File: src/rtl/alu_op_queue.sv
// alu_op_queue: show-ahead command FIFO in front of the ALU.
// Commands arrive on a valid/ready handshake and illegal opcodes are filtered out.
// The head command is presented to the ALU on a second valid/ready handshake.
// Occupancy and illegal-opcode status are kept for the monitor and scoreboard.
// Optional feature macro: ALU_OPQ_BYPASS_EN. When it is defined, a legal command
// arriving at an empty queue passes straight through to the ALU in the same cycle.
module alu_op_queue #(
   parameter int unsigned DATASIZE = 8,
   parameter int unsigned OPSIZE   = 4,
   parameter int unsigned NUM_OPS  = 12,
   parameter int unsigned DEPTH    = 4
) (
   input  logic                      clk,
   input  logic                      rst_n,
   input  logic                      flush,
   input  logic                      in_valid,
   output logic                      in_ready,
   input  logic [DATASIZE-1:0]       in_a,
   input  logic [DATASIZE-1:0]       in_b,
   input  logic [OPSIZE-1:0]         in_op,
   output logic                      alu_valid,
   input  logic                      alu_ready,
   output logic [DATASIZE-1:0]       alu_a,
   output logic [DATASIZE-1:0]       alu_b,
   output logic [OPSIZE-1:0]         alu_op,
   output logic [$clog2(DEPTH):0]    count,
   output logic                      full,
   output logic                      empty,
   output logic                      err_illegal,
   output logic [7:0]                illegal_cnt
);

   localparam int unsigned PTR_W = $clog2(DEPTH);
   localparam int unsigned CNT_W = PTR_W + 1;

   logic [DATASIZE-1:0] mem_a  [DEPTH];
   logic [DATASIZE-1:0] mem_b  [DEPTH];
   logic [OPSIZE-1:0]   mem_op [DEPTH];

   logic [PTR_W-1:0] wr_ptr_q, rd_ptr_q;
   logic [CNT_W-1:0] count_q;
   logic             err_q;
   logic [7:0]       illegal_cnt_q;

   logic in_legal, push_acc, push_legal, push_illegal;
   logic byp_valid, byp_take, wr_en, rd_en;

   // Handshake qualification; all of it is derived from registered state plus the inputs.
   always_comb begin
      in_legal     = 32'(in_op) < NUM_OPS;
      empty        = (count_q == '0);
      full         = (count_q == CNT_W'(DEPTH));
      in_ready     = !full;
      push_acc     = in_valid && in_ready;
      push_legal   = push_acc && in_legal;
      push_illegal = push_acc && !in_legal;
`ifdef ALU_OPQ_BYPASS_EN
      byp_valid    = empty && in_valid && in_legal;
`else
      byp_valid    = 1'b0;
`endif
      byp_take     = byp_valid && alu_ready;
      wr_en        = push_legal && !byp_take && !flush;
      rd_en        = !empty && alu_ready;
   end

   // Head presentation: show-ahead from storage, zeros while empty, or the bypassed input.
   always_comb begin
      alu_valid = !empty || byp_valid;
      alu_a     = '0;
      alu_b     = '0;
      alu_op    = '0;
      if (!empty) begin
         alu_a  = mem_a[rd_ptr_q];
         alu_b  = mem_b[rd_ptr_q];
         alu_op = mem_op[rd_ptr_q];
      end else if (byp_valid) begin
         alu_a  = in_a;
         alu_b  = in_b;
         alu_op = in_op;
      end
   end

   // Command storage; write only, so it needs no reset (reads are gated by empty).
   always_ff @(posedge clk) begin
      if (wr_en) begin
         mem_a[wr_ptr_q]  <= in_a;
         mem_b[wr_ptr_q]  <= in_b;
         mem_op[wr_ptr_q] <= in_op;
      end
   end

   // Pointers and occupancy; flush wins over any push or pop in the same cycle.
   always_ff @(posedge clk or negedge rst_n) begin
      if (!rst_n) begin
         wr_ptr_q <= '0;
         rd_ptr_q <= '0;
         count_q  <= '0;
      end else if (flush) begin
         wr_ptr_q <= '0;
         rd_ptr_q <= '0;
         count_q  <= '0;
      end else begin
         if (wr_en) wr_ptr_q <= wr_ptr_q + PTR_W'(1);
         if (rd_en) rd_ptr_q <= rd_ptr_q + PTR_W'(1);
         count_q <= count_q + CNT_W'(wr_en) - CNT_W'(rd_en);
      end
   end

   // Illegal-opcode pulse and saturating counter; a push dropped by flush is not counted.
   always_ff @(posedge clk or negedge rst_n) begin
      if (!rst_n) begin
         err_q         <= 1'b0;
         illegal_cnt_q <= '0;
      end else begin
         err_q <= push_illegal && !flush;
         if (push_illegal && !flush && illegal_cnt_q != 8'hFF)
            illegal_cnt_q <= illegal_cnt_q + 8'd1;
      end
   end

   assign count       = count_q;
   assign err_illegal = err_q;
   assign illegal_cnt = illegal_cnt_q;

endmodule

File: config.mk
export PLATFORM = sky130hd
export DESIGN_NAME = alu_op_queue
export DESIGN_NICKNAME = d
export VERILOG_FILES = /design/src/rtl/alu_op_queue.sv
export SDC_FILE = /design/constraint.sdc
export NUM_CORES = 1
export LEC_CHECK = 0
export CORE_ASPECT_RATIO = 1.25
export CORE_UTILIZATION = 29
export CTS_CLUSTER_DIAMETER = 200
export DETAILED_ROUTE_END_ITERATION = 7
export GPL_TIMING_DRIVEN = 0
export HOLD_SLACK_MARGIN = 0.15
export SKIP_CTS_REPAIR_TIMING = 1
export SLEW_MARGIN = 25
export SYNTH_ARGS = -nofsm -noshare
export SYNTH_HDL_FRONTEND = slang
export SYNTH_SLANG_ARGS = --single-unit
File: constraint.sdc
create_clock -name clk -period 3.15 [get_ports clk]
set_input_delay 0.315 -clock clk [delete_from_list [all_inputs] [get_ports clk]]
set_output_delay 0.315 -clock clk [all_outputs]
set_load 0.01 [all_outputs]
* Word-level counts from Yosys, hierarchy flattened *
Memories as Yosys holds them, arrays and structs flattened.
Cells that the tools add are included.

cells by class
  $add $sub $neg = 5
  multiply operators = 0
  divide/modulo/power cells = 0
  order comparisons = 1
  eq/ne operators = 2
  shift-type cells = 0
  mux-type cells = 10
  bitwise logic cells = 0
  reduce and logical (&&, ||, !) cells = 14

operators with widths
  operator             number
  $mux 8               2
  $add 8x1->8 const B  1
  $mux 2               4
  $ne 8x8->1 const B   1
  $logic_and 1x1->1    7
  $add 2x1->2 const B  2
  $logic_not 1->1      4
  $lt 4x4->1 const B   1
  $mux 4               1
  $reduce_bool 2->1    2
  $add 3x1->3          1
  $eq 3x3->1 const B   1
  $logic_not 3->1      1
  $mux 3               1
  $sub 3x1->3          1
  $mux 1               2

word-level totals
  register bits = 16
  bits in latches = 0
  memory bits (writable) = 80
  memory bits (read-only) = 0
  bits of input ports = 25
  output and inout bits = 36
  word-level logic and storage cells = 40
  memories kept = 3

memories
  name    words  bits a word  rd ports  clocked after Yosys merged registers in  write ports  line  text
  mem_a   4      8            1         0                                        1            36    logic [DATASIZE-1:0] mem_a [DEPTH];
  mem_b   4      8            1         0                                        1            37    logic [DATASIZE-1:0] mem_b [DEPTH];
  mem_op  4      4            1         0                                        1            38    logic [OPSIZE-1:0] mem_op [DEPTH];

* Longest topological paths before layout *
Gate-level depths: netlist of the first run.

  word-level depth = 8
  mapped depth = 11
  depth with buffers taken out = 11

* Least setup slack after synthesis of the first run *
OpenSTA, ideal clock, no wires.

  path type = register to register
  start point = register count_q[1], in the netlist count[1]
  end point = register count_q[2], in the netlist count[2]
  library setup time = 119 ps
  arrival time = 2,211 ps
  required time = 3,031 ps
  path slack = 821 ps
  stages on the path, launching flop included = 12
  path buffers = 0
  clock period less this slack = 2,329 ps
  cells stage by stage = dfrtp_1 or3b_4 nand3_1 nor2_1 inv_1 ha_1 inv_1 ha_1 inv_1 fa_1 xnor2_1 nor2_1

on the way
  word-level cells in the longest chain between the ends = 8
  elaborated cells between the ends (all ways) = 11
  classes of those cells = add/sub: 2; eq/ne: 1; mux: 1; reduce/logical: 7

RTL lines
  what                    line  text
  start, declared         41    logic [CNT_W-1:0] count_q;
  start signal, assigned  106   count_q <= count_q + CNT_W'(wr_en) - CNT_W'(rd_en);
  $eq 3x3->1              52    full = (count_q == CNT_W'(DEPTH));
  $logic_not 1->1         53    in_ready = !full;
  named net in_ready      17    output logic in_ready,
  $logic_and 1x1->1       54    push_acc = in_valid && in_ready;
  $logic_and 1x1->1       55    push_legal = push_acc && in_legal;
  $logic_and 1x1->1       63    wr_en = push_legal && !byp_take && !flush;
  $add 3x1->3             106
  $sub 3x1->3             106
  $mux 3                  99    end else if (flush) begin

The timed path passes the listed nets, and every way through them passes these cells.
A chain may end at the register's enable or synchronous reset.

* Worst setup path in the final report of the first run *
  start point = register rd_ptr_q[1]
  end point = output alu_op[1]

on the way
  word-level cells in the longest chain between the ends = 2

RTL lines
  what                    line  text
  start, declared         40    logic [PTR_W-1:0] wr_ptr_q, rd_ptr_q;
  start signal, assigned  105   if (rd_en) rd_ptr_q <= rd_ptr_q + PTR_W'(1);
  $mem_v2 4x4             -
  $mux 4                  73    if (!empty) begin
  end, declared           25    output logic [OPSIZE-1:0] alu_op,

Every way passes these cells.

==> impl_results.md, run 1 <==
- Status: complete, no violations
- Share of cells above drive strength 1: 17.5%
- Synth Area in Adders: 2.74%
- Gr ovfl total: 0
- Mapped Nets: 244
- FP Rows: 47
- HP Start: flush
- Layout Skew: 0.00606 ns
- Drt initial violations: 50
- CTS tree: done
- Critical setup path kind: reg -> out
- WL/cell: 16.1 µm
- PwrDens: 784 nW/µm²
- Gr usage total: 11.3%
- Synth Flop Type: edfxtp_1
- # port buffers: 59
- Largest net degree at the start of global routing: 21
- Number of antenna violations at the first check in global routing: 0
- Pre-Repair DR Iteration Count: 4
- Hpwl dp: 4730 µm
- Clk_lat worst skew: 0.33 ns
- Setup Slack @ Placement: 0.488 ns
- Fillcell total: 1224
- Multiplexer area fraction after synthesis: 12.8%
- Hold Vio Cnt, Final: 0
- Routability cong.: 0.739
- Slowest-stage cell, CP: clkbuf_1
- Vias: 2003
- Complex-gate fraction of the synthesized area: 1.02%
- Final antenna-violating net count: 0
- Register area share after synthesis: 71.4%
- Synth Area per Inst: 18.6 µm²
- Num CTS Buffers: 9
- Final WS setup: 0.546 ns
- Fin Setup TNS: 0 ns
- Final min period: 2.60 ns
- Simple-Gate Fraction of Synth Area: 8.19%
- R2R depth: 11
- Nets: 314
- Die width: 106 µm
- #FFs+latches synth: 96
- Clock transition at path regs: 0.06 ns
- Clk sinks: 96
- Die area: 14000 µm²
- N_diodes: 0
- Hold Crit Endpoint: count[0]
- Core Footprint: 13200 µm²
- Worst-case clock buffer depth: 2
- Post-synth ARST share: 16.7%
- CP Capture Type: output pin
- Crit-path leading delay family: buffers and inverters
- FF-to-FF setup slack: 0.70 ns
- Slew at the pin closest to its max-slew limit: 0.801 ns
- Final WL: 7370 µm
- I/O Pins: 61
- Count of unique library cells instantiated by Yosys: 34
- Max_cap viols: 0
- Hold Path Stages: 2
- Post-route DRC: 0
- Req. time, crit path: 2.83 ns
- RSZ-0062 raised after global routing: no
- Xor/xnor share of the synthesized area: 1.79%
- Critical path arrival: 2.29 ns
- Final setup fails: 0
- Largest family of logic cells by synthesized area: multiplexers
- Initial Util: 29.7%
- Root Buffer: clkbuf_16
- Global-route wire length before repair: 11700 µm
- Fin. max-slew vios: 0
- Peak supply drop: 0.349 mV
- CP peak stage delay: 0.53 ns
- Hold Path Class: in -> reg
- Critical path startpoint category: flop
- YS warnings: 0
- Fmax: 0.384 GHz
- Commonest non-fill, non-tap cell in the layout: edfxtp_1
- CP Cell Sequence: clkbuf_1 > mux4_2 > and2_1 > clkdlybuf4s50_1
- Worst hold slack: 0.187 ns
- H-tree depth: 3
- Vias per inst: 4.38
- Mapped Cells: 211
- Worst Path Buf+Inv: 2
- Layout area overhead: 28.6%
- Mapped cell area: 3930 µm²
- Number of synthesized flops with an enable pin: 80
- Number of global-route vias before repair: 2302
- Most frequent cells in the layout: edfxtp_1, clkdlybuf4s50_1, and2_1
- Worst slew margin: 46.4%
- R2R Path End: count[2]
- Max FO, Critical Path: 10
- Final Cycle Share: 82.7%
- RR Startpoint: count[1]
- Chip height: 132 µm
- Leak: 1.76 nW
state kept, by name (all words and copies together) (netlist names):
name,count
err_illegal,1
mem_b,32
illegal_cnt,8
mem_op,16
mem_a,32
wr_ptr_q,2
count,3
rd_ptr_q,2
power breakdown:
part | internal (mW) | switching (mW) | total, mW
clock network | 0.693 | 0.433 | 1.13
logic | 0.718 | 0.551 | 1.27
registers | 1.48 | 0.0817 | 1.56
Yosys cell counts, types with 2 or more instances:
library cell	number	share of area [%]
nand3_1	4	0.51
buf_4	2	0.38
nand2_1	3	0.29
and3_1	2	0.32
nor2_1	9	0.86
mux2_2	3	0.86
inv_1	7	0.67
ha_1	7	2.2
clkbuf_1	3	0.29
mux4_2	20	11
nand4_1	2	0.32
xnor2_1	4	0.89
and2_1	25	4.0
dfrtp_1	16	10
and4_1	2	0.45
edfxtp_1	80	61
mux2i_1	2	0.51
xor2_1	4	0.89
stage by stage:
stage | instance area, µm² | utilization, % | instances | total power, mW
2_1_floorplan | 3930 | - | 211 | 2.25
3_3_place_gp | 4730 | 35.7 | 441 | 2.87
3_5_place_dp | 4730 | 35.8 | 441 | 2.88
4_1_cts | 5050 | 38.1 | 457 | 4.02
5_1_grt | 5050 | 38.1 | 457 | 4.18
6_report | 5050 | 38.1 | 457 | 3.96
cell families (layout without fill, tap and decap cells):
kind of cell             Yosys count  count (layout)
AO/OA/AOI/OAI                      4               4
XOR/XNOR                           8               8
adder cells (fa/ha/maj)            8               8
buffers and inverters             16              91
flip-flops                        96              96
multiplexers                      25              25
AND/OR/NAND/NOR                   54              54
worst reg2reg max path, delay by kind of cell, from the launching register on:
family | cells | cell delay, ns
XOR/XNOR | 1 | 0.16
adder cells (fa/ha/maj) | 3 | 0.71
buffers and inverters | 3 | 0.18
flip-flops | 1 | 0.46
AND/OR/NAND/NOR | 4 | 0.84
layer usage:
| layer | global-route usage, % | share of wire [%] | up-vias |
|---|---|---|---|
| met5 | 0 | 0 | - |
| met4 | 4.86 | 1.5 | 0 |
| met3 | 2.82 | 4.9 | 7 |
| met2 | 19.8 | 51 | 50 |
| met1 | 13.0 | 42 | 1003 |
| li1 | - | - | 943 |
worst max path at each step:
stage                       end  depth (start not counted)   startpoint  slack, ns
global placement    mem_b[3][3]                          5     in_op[3]       0.44
floorplan              count[2]                         11     count[1]       0.82
global route          alu_op[1]                          4  rd_ptr_q[1]       0.40
detailed placement     count[2]                         12     in_op[3]       0.49
finish                alu_op[1]                          4  rd_ptr_q[1]       0.55
CTS                   alu_op[2]                          4  rd_ptr_q[1]       0.49
final cells by class:
cell class | instances | area [µm²] | share of cell area [%]
clock inverter | 6 | 82.6 | 1.64
buffer | 7 | 42.5 | 0.843
clock buffer | 10 | 229 | 4.54
inverter | 9 | 36.3 | 0.719
timing repair buffer | 59 | 591 | 11.7
tap | 171 | 214 | 4.24
sequential | 96 | 2800 | 55.5
multi-input combinational | 99 | 1050 | 20.8
No activity file was read; power rests on OpenSTA's default activity.
==> run 2: changes to the inputs <==
- clock period: 3.15 -> 2.1 ns (I/O delays scaled with it)
==> run 2 against run 1 <==
Against the previous run: routed wire length grew 0.34%; the run now ends with setup timing left; critical path type is now reg -> reg; sequential share of layout area is 2.7 points lower; first-iteration DRC count is 18% lower; worst hold slack improved by 0.14 ns; largest cell class unchanged.
==> impl_results.md, run 2 (synthesis results as in run 1) <==
- PwrDens: 1170 nW/µm²
- Largest net degree at the start of global routing: 21
- Worst-case clock buffer depth: 2
- FP Rows: 47
- Final min period: 2.20 ns
- Core Footprint: 13200 µm²
- Placed insts: 441
- Vias per inst: 4.40
- Final Cycle Share: 105%
- Sw Ratio: 27.5%
- CTS tree: done
- Hold Vio Cnt, Final: 0
- Commonest non-fill, non-tap cell in the layout: edfxtp_1
- Routability cong.: 0.734
- N_diodes: 0
- Final setup fails: 2
- Initial Util: 29.7%
- Psw: 1.70 mW
- Most frequent cells in the layout: edfxtp_1, clkdlybuf4s50_1, dlymetal6s2s_1
- Clk_lat worst skew: 0.33 ns
- Vias: 2058
- Drt initial violations: 41
- Final antenna-violating net count: 0
- Fmax: 0.454 GHz
- Worst slew margin: 47.5%
- Slew at the pin closest to its max-slew limit: 0.785 ns
- Clock transition at path regs: 0.07 ns
- Max_cap viols: 0
- # port buffers: 59
- Status: finished, violations left
- Clock share of power: 28.4%
- Worst hold slack: 0.327 ns
- RSZ-0062 raised after global routing: yes
- Post-route insts no fill: 468
- Failing checks: setup timing
- Overall power: 6.21 mW
- Post-route DRC: 0
- Leak: 2.16 nW
- Power share of the combinational group: 33.9%
- Largest registers: mem_a (32), mem_b (32), mem_op (16)
- Number of global-route vias before repair: 2121
- P_int: 4.50 mW
- Hold Path Class: in -> async
- Seq pwr share: 37.7%
- Die width: 106 µm
- Post-Route Utilization: 40.1%
- Global-route wire length before repair: 11400 µm
- Die area: 14000 µm²
- Layout area overhead: 35.2%
- Gr ovfl total: 0
- Num CTS Buffers: 9
- Finished Cell Area: 5310 µm²
- WL/cell: 15.8 µm
- H-tree depth: 3
- Layout Skew: 0.00731 ns
- Root Buffer: clkbuf_16
- Max FO, Critical Path: 5
- Cell Area, Placed: 4770 µm²
- Peak supply drop: 0.581 mV
- Critical setup path kind: reg -> reg
- Critical path arrival: 2.43 ns
- Gr usage total: 11.1%
- Fin. max-slew vios: 0
- CP Capture Type: flop
- Share of cells above drive strength 1: 26.3%
- Nets: 325
- Number of antenna violations at the first check in global routing: 0
- Clk sinks: 96
- Chip height: 132 µm
- Req. time, crit path: 2.33 ns
- I/O Pins: 61
- Final WL: 7390 µm
- Critical path startpoint category: flop
- Pre-Repair DR Iteration Count: 4
- Hpwl dp: 4660 µm
- Final WS setup: -0.104 ns
-- run 2: cell count changes in the layout (fill, tap and decap cells not counted), sizes merged, moves of 2 or more --
cell / before / now
clkdlybuf4s50: 59 / 36
dlymetal6s2s: 0 / 23
buf: 4 / 15
clkbuf: 13 / 11
clkinv: 3 / 1
inv: 10 / 12
-- run 2: power by group through the flow --
stage / clock (mW) / combinational (mW) / sequential, mW
after detailed placement: 0 / 1.98 / 2.38
after CTS: 1.81 / 1.99 / 2.34
after global routing: 1.88 / 2.31 / 2.36
after floorplan: 0 / 1.03 / 2.39
final: 1.76 / 2.10 / 2.34
after global placement: 0 / 1.97 / 2.38
-- run 2: path summary, 6_finish.rpt --
kind                                 from              to  slack, ns  depth (start not counted)
hold reg to reg            illegal_cnt[5]  illegal_cnt[5]       0.54                          1
hold / removal                      rst_n  illegal_cnt[1]       0.33                          1
setup / recovery                 count[1]        count[2]      -0.10                         11
max in group asynchronous           rst_n        count[1]       1.23                          1
min in group clk                  in_a[1]     mem_a[2][1]       0.52                          1
setup reg to reg                 count[1]        count[2]      -0.10                         11
-- run 2: through the flow --
step / setup slack, ns / TNS (ns)
after floorplan: -0.0654 / -0.0936
after global placement: -0.392 / -31.27
after detailed placement: -0.296 / -2.84
after CTS: -0.477 / -8.50
after global routing: -0.167 / -0.271
final: -0.104 / -0.165
-- run 2: final cells by class --
type / instances / area, µm²
Timing Repair Buffer: 70 / 733
Multi-Input combinational cell: 99 / 1110
Clock inverter: 7 / 101
Tap cell: 171 / 214
Clock buffer: 9 / 225
Buffer: 7 / 78.8
Inverter: 9 / 38.8
Sequential cell: 96 / 2810
Fill cell: 1217 / 7920
-- run 2: layer usage --
layer	up-vias	GRT usage, %	wire (µm)
li1	964	-	-
met1	1024	13.0	3020
met2	60	18.6	3800
met3	10	3.56	445
met4	0	4.86	125
met5	-	0	0
-- run 2: critical path, stage by stage, from the launching register on --
cell and delay [ns]:
dfrtp_2 0.44, or3b_4 0.44, nand3_4 0.09, nor2_4 0.04, inv_2 0.06, ha_4 0.20
inv_4 0.05, ha_4 0.12, inv_2 0.03, fa_2 0.40, xnor2_2 0.17, nor2_1 0.06
